File: src/rtl/hsp_merge_filter.sv
// hsp_merge_filter: pops HSPs from the upstream FIFO, drops low scorers,
// merges same-diagonal overlapping/abutting HSPs into a held entry and
// presents finished HSPs on a valid/ready output.
//
// Handshake: out_valid rises with out_* stable and stays high, data unchanged,
// until a cycle with out_valid && out_ready; out_valid clears at the next edge.
// The output register only loads while out_valid is low, and FIFO reads are
// only issued while out_valid is low.
module hsp_merge_filter #(
    parameter int W  = 8,
    parameter int CW = 16
) (
    input  logic          clk,
    input  logic          rst,
    input  logic [W-1:0]  score_thresh,
    input  logic          flush,
    input  logic          fifo_empty,
    output logic          fifo_rd_en,
    input  logic [W-1:0]  fifo_s,
    input  logic [W-1:0]  fifo_q,
    input  logic [W-1:0]  fifo_l,
    input  logic [W-1:0]  fifo_score,
    output logic          out_valid,
    input  logic          out_ready,
    output logic [W-1:0]  out_s,
    output logic [W-1:0]  out_q,
    output logic [W-1:0]  out_l,
    output logic [W-1:0]  out_score,
    output logic [CW-1:0] cnt_in,
    output logic [CW-1:0] cnt_drop,
    output logic [CW-1:0] cnt_merge,
    output logic [1:0]    dbg_state,
    output logic          dbg_held_v
);

    typedef enum logic [1:0] {
        IDLE = 2'd0,
        RD   = 2'd1,
        CAP  = 2'd2
    } state_t;

    state_t state, state_nx;

    // held HSP being grown by merges
    logic [W-1:0] hs, hq, hl, hscore;
    logic         held_v;

    // FSM decisions
    logic go_rd;
    logic do_flush;
    logic cap;

    // evaluation of the incoming HSP against the held one
    logic [W-1:0] n_diag, h_diag;
    logic [W:0]   h_end, n_end, m_end, m_span;
    logic [W-1:0] m_len, m_score;
    logic         n_valid, n_pass, same_diag, overlap, merge_hit;
    logic         do_first, do_merge, do_split, do_emit;

    // diagonal arithmetic wraps in W bits; end points are kept in W+1 bits
    assign n_diag    = fifo_s - fifo_q;
    assign h_diag    = hs - hq;
    assign same_diag = (n_diag == h_diag);
    assign h_end     = {1'b0, hq} + {1'b0, hl};
    assign n_end     = {1'b0, fifo_q} + {1'b0, fifo_l};
    assign overlap   = (fifo_q >= hq) && ({1'b0, fifo_q} <= h_end);
    assign merge_hit = same_diag && overlap;
    assign m_end     = (h_end >= n_end) ? h_end : n_end;
    assign m_span    = m_end - {1'b0, hq};
    assign m_len     = m_span[W] ? {W{1'b1}} : m_span[W-1:0];
    assign m_score   = (fifo_score > hscore) ? fifo_score : hscore;

    assign cap      = (state == CAP);
    assign n_valid  = (fifo_l != '0);
    assign n_pass   = (fifo_score >= score_thresh);
    assign do_first = cap && n_valid && n_pass && !held_v;
    assign do_merge = cap && n_valid && n_pass && held_v && merge_hit;
    assign do_split = cap && n_valid && n_pass && held_v && !merge_hit;
    assign do_emit  = do_split || do_flush;

    assign dbg_state  = state;
    assign dbg_held_v = held_v;

    // next-state logic: draining the FIFO beats a flush request
    always_comb begin
        state_nx = state;
        go_rd    = 1'b0;
        do_flush = 1'b0;
        case (state)
            IDLE: begin
                if (!fifo_empty && !out_valid) begin
                    state_nx = RD;
                    go_rd    = 1'b1;
                end else if (flush && fifo_empty && held_v && !out_valid) begin
                    do_flush = 1'b1;
                end
            end
            RD:      state_nx = CAP;
            CAP:     state_nx = IDLE;
            default: state_nx = IDLE;
        endcase
    end

    // state register and the registered read pulse (high exactly during RD)
    always_ff @(posedge clk) begin
        if (rst) begin
            state      <= IDLE;
            fifo_rd_en <= 1'b0;
        end else begin
            state      <= state_nx;
            fifo_rd_en <= go_rd;
        end
    end

    // held entry: capture first survivor, grow on merge, replace on split
    always_ff @(posedge clk) begin
        if (rst) begin
            held_v <= 1'b0;
            hs     <= '0;
            hq     <= '0;
            hl     <= '0;
            hscore <= '0;
        end else if (do_flush) begin
            held_v <= 1'b0;
        end else if (do_first || do_split) begin
            held_v <= 1'b1;
            hs     <= fifo_s;
            hq     <= fifo_q;
            hl     <= fifo_l;
            hscore <= fifo_score;
        end else if (do_merge) begin
            hl     <= m_len;
            hscore <= m_score;
        end
    end

    // output register: load held on emit, drop valid on accepted handshake
    always_ff @(posedge clk) begin
        if (rst) begin
            out_valid <= 1'b0;
            out_s     <= '0;
            out_q     <= '0;
            out_l     <= '0;
            out_score <= '0;
        end else if (do_emit) begin
            out_valid <= 1'b1;
            out_s     <= hs;
            out_q     <= hq;
            out_l     <= hl;
            out_score <= hscore;
        end else if (out_valid && out_ready) begin
            out_valid <= 1'b0;
        end
    end

    // statistics counters, wrapping naturally at 2^CW
    always_ff @(posedge clk) begin
        if (rst) begin
            cnt_in    <= '0;
            cnt_drop  <= '0;
            cnt_merge <= '0;
        end else if (cap && n_valid) begin
            cnt_in <= cnt_in + CW'(1);
            if (!n_pass) begin
                cnt_drop <= cnt_drop + CW'(1);
            end
            if (do_merge) begin
                cnt_merge <= cnt_merge + CW'(1);
            end
        end
    end

endmodule

File: config.mk
export PLATFORM = sky130hd
export DESIGN_NAME = hsp_merge_filter
export DESIGN_NICKNAME = d
export VERILOG_FILES = /design/src/rtl/hsp_merge_filter.sv
export SDC_FILE = /design/constraint.sdc
export NUM_CORES = 1
export LEC_CHECK = 0
export BUFFER_PORTS_ARGS = -buffer_cell sky130_fd_sc_hd__buf_2
export CORE_MARGIN = 3
export CORE_UTILIZATION = 53
export CTS_BUF_LIST = sky130_fd_sc_hd__clkbuf_2
export CTS_CLUSTER_SIZE = 30
export DETAILED_ROUTE_END_ITERATION = 8
export HOLD_SLACK_MARGIN = 0.05
export PLACE_DENSITY_LB_ADDON = 0.2
export REMOVE_ABC_BUFFERS = 1
export SLEW_MARGIN = 20
export SYNTH_ARGS = -nofsm -noshare
export SYNTH_HDL_FRONTEND = slang
export SYNTH_SLANG_ARGS = --single-unit
File: constraint.sdc
create_clock -name clk -period 5.12 [get_ports clk]
set_input_delay 0.256 -clock clk [delete_from_list [all_inputs] [get_ports clk]]
set_output_delay 0.256 -clock clk [all_outputs]
set_load 0.05 [all_outputs]
==> results_dict.tcl <==
set metrics [dict create \
    setup_violations 0 \
    outcome "completed" \
    cts_sinks 117 \
    slew_headroom_pct 31.8 \
    register_area_sq_um 2350 \
    ir_drop_v 0.000147 \
    yosysTopAreaCell "dfxtp_1" \
    synth.top_cell.area_share_pct 30.4 \
    tritoncts "yes" \
    finalCriticalPeriod_ns 5.04 \
    clk_pin_slew_worst_paths_ns 0.20 \
    gr-total-overflow 0 \
    rows 43 \
    io_buffers 129 \
    worst_setup_path_end_kind "flip-flop" \
    place_ws_ns -0.0819 \
    die_area_sq_um 16000 \
    gr-usage-all-layers_pct 23.4 \
    cp.required_ns 5.72 \
    cts_root_buf "clkbuf_2" \
    ys_seq_elements 117 \
    drc 0 \
    drv_slew 0 \
    numCtsBuffers 17 \
    power.density_nw_per_um2 216 \
    layout-drive-gt1-share_pct 20.8 \
    wl_per_cell_um 15.1 \
    worstSetupPathType "flip-flop to flip-flop" \
    htreeDepth 4 \
    drtAntennaViolNets 0 \
    gp_congestion 0.885 \
    synthArstFlopShare_pct 0 \
    firstDrtPassIters 5 \
    critPathArrivalTime_ns 5.64 \
    antenna-diode-count 0 \
    grt_pass1_vias 6480 \
    fin_ws_ns 0.0802 \
    ioPinCount 130 \
    nNetsFinal 1174 \
    multi_input_area_sq_um 5040 \
    syn_to_final_growth_pct 19.4 \
    final_common_cell "buf_2" \
    drt_iter0_markers 370 \
    core_sq_um 14000 \
    p_leak_nw 4.13 \
    synth_cell_types 59 \
    start_kind "flip-flop" \
    synth_top_cells_by_area "dfxtp_1, ha_1, nand2b_1" \
    period_share_pct 98.4 \
    drv_cap 0 \
    syn_avg_cell_area_sq_um 8.80 \
    clockBufferDepth 2 \
    initial_core_util_pct 54.8 \
    worst_pin_slew_ns 1.02 \
    hold_violations 0 \
    synthesis.area_sq_um 7700 \
    setup_tns_ns 0 \
    fmax_mhz 198 \
    min_path_type "input port to flip-flop" \
    antenna_found_initial 0 \
    postSynthCellCount 875 \
    cp_max_fo 8 \
    rsz0062_at_grt "true" \
    vias 6751 \
    hpwl_um 13600 \
    viasPerCell 5.47 \
    grt_max_degree 93 \
    wl_um 18700 \
    fillers 1245 \
    synth-warning-count 0 \
    synth_edf_count 0 \
    grt_pass1_wl_um 30700 \
    die_h_um 127 \
    synth-main-ff-cell "dfxtp_1" \
    synth-seq-area-share_pct 30.4 \
    die_w_um 127 \
    clock_latency_ns 0.71 \
    most-common-layout-cells "buf_2, dfxtp_1, nand2b_1, ha_1, nor2_1" \
    finalClockSkew_ns 0.0315 \
]
[where the power goes]
group	switching, mW	internal (mW)	total, mW
clock	0.378	0.221	0.600
combinational	0.250	0.212	0.462
sequential	0.00739	0.919	0.927
total	0.636	1.35	1.99
[worst max-delay path, cell delays in order, from the launching register on]
cell and delay, ns:
dfxtp_4 0.41, ha_4 0.14, inv_2 0.04, fa_2 0.37, nor2b_2 0.14, o31a_1 0.18
o21a_1 0.15, nor2_2 0.05, xnor2_2 0.17, ha_1 0.26, o21a_1 0.17, o21a_1 0.20
o31a_1 0.11, a311o_1 0.36, mux2i_1 0.21, ha_2 0.20, inv_2 0.04, fa_2 0.39
a21oi_2 0.14, nor2b_2 0.06, nor3_2 0.14, nor2_1 0.08, o41ai_2 0.32, xnor2_1 0.21
nand2b_2 0.18, o21a_1 0.22
[metrics by stage]
step                total power [mW]  hold WS, ns  instances  util [%]  instance area [sq um]
finish                          1.99        0.127       1235      65.4                   9190
detailed placement              1.37        0.447       1162      60.4                   8480
floorplan                       1.25        0.325        841         -                   7510
global route                    2.10       0.0902       1235      65.4                   9190
CTS                             2.00       0.0593       1228      64.5                   9060
global placement                1.36        0.447       1162      60.4                   8480
[synthesized netlist by cell type (all sizes together), types with 3 or more instances]
cell      n
o21bai    3
a211oi   17
inv      56
xnor2    32
nor2     74
mux2      5
nand4b   16
nand3    13
o31a      3
nor4      3
nand2    43
nor2b    15
nand2b   80
ha       82
nor3     19
a21oi    33
a21o      9
clkbuf   26
or4       9
dfxtp   117
nand4    18
mux2i    47
or3      10
xor2     27
and3      8
o21ai    54
o21a     19
fa        5
buf       8
[final cells by class]
class                   count  area share, %
well taps                 180           2.45
multi-input cells         668           54.9
repair buffers            182           12.3
clock buffers              18          0.981
inverters                  56           2.29
flip-flops and latches    117           25.6
clock inverters            14           1.48
[what timing repair did]
action	CTS	global route
hold buffers	34	0
endpoints found under the setup margin	8	8
hold endpoints to repair	38	0
gates resized for setup	2	23
pin swaps	0	22
buffers inserted	0	7
[final timing paths]
check          startpoint           end  slack [ns]  depth (start not counted)
min             fifo_l[2]         hl[2]        0.13                          4
min reg2reg  dbg_state[1]  dbg_state[1]        0.48                          1
max reg2reg         hl[0]         hl[1]        0.08                         25
max                 hl[0]         hl[1]        0.08                         25
[flip-flops by register name (all words and copies together) (netlist names), 2 cells and up]
register   cells
cnt_merge     16
cnt_drop      16
out_score      8
hs             8
hl             8
cnt_in        16
hscore         8
out_q          8
out_s          8
hq             8
out_l          8
dbg_state      2
[logic make-up (layout without fill, tap and decap cells)]
| family | after synthesis | after routing | synth area share (%) |
|---|---|---|---|
| DFF | 117 | 117 | 30.4 |
| AOI/OAI and AO/OA | 154 | 154 | 13.0 |
| xor gates and xnor gates | 61 | 61 | 7.49 |
| adders and majority gates | 87 | 87 | 14.6 |
| buffers and inverters | 90 | 270 | 5.09 |
| and+or+nand+nor | 314 | 314 | 22.5 |
| muxes | 52 | 52 | 6.84 |
[per-layer routing]
layer	track usage, %	vias up	wire (um)
li1	-	3406	-
met1	31.0	3135	8600
met2	38.2	170	8610
met4	8.39	0	492
met3	4.51	40	991
met5	0	-	0
Note: power is estimated with default switching activity, not from simulation.
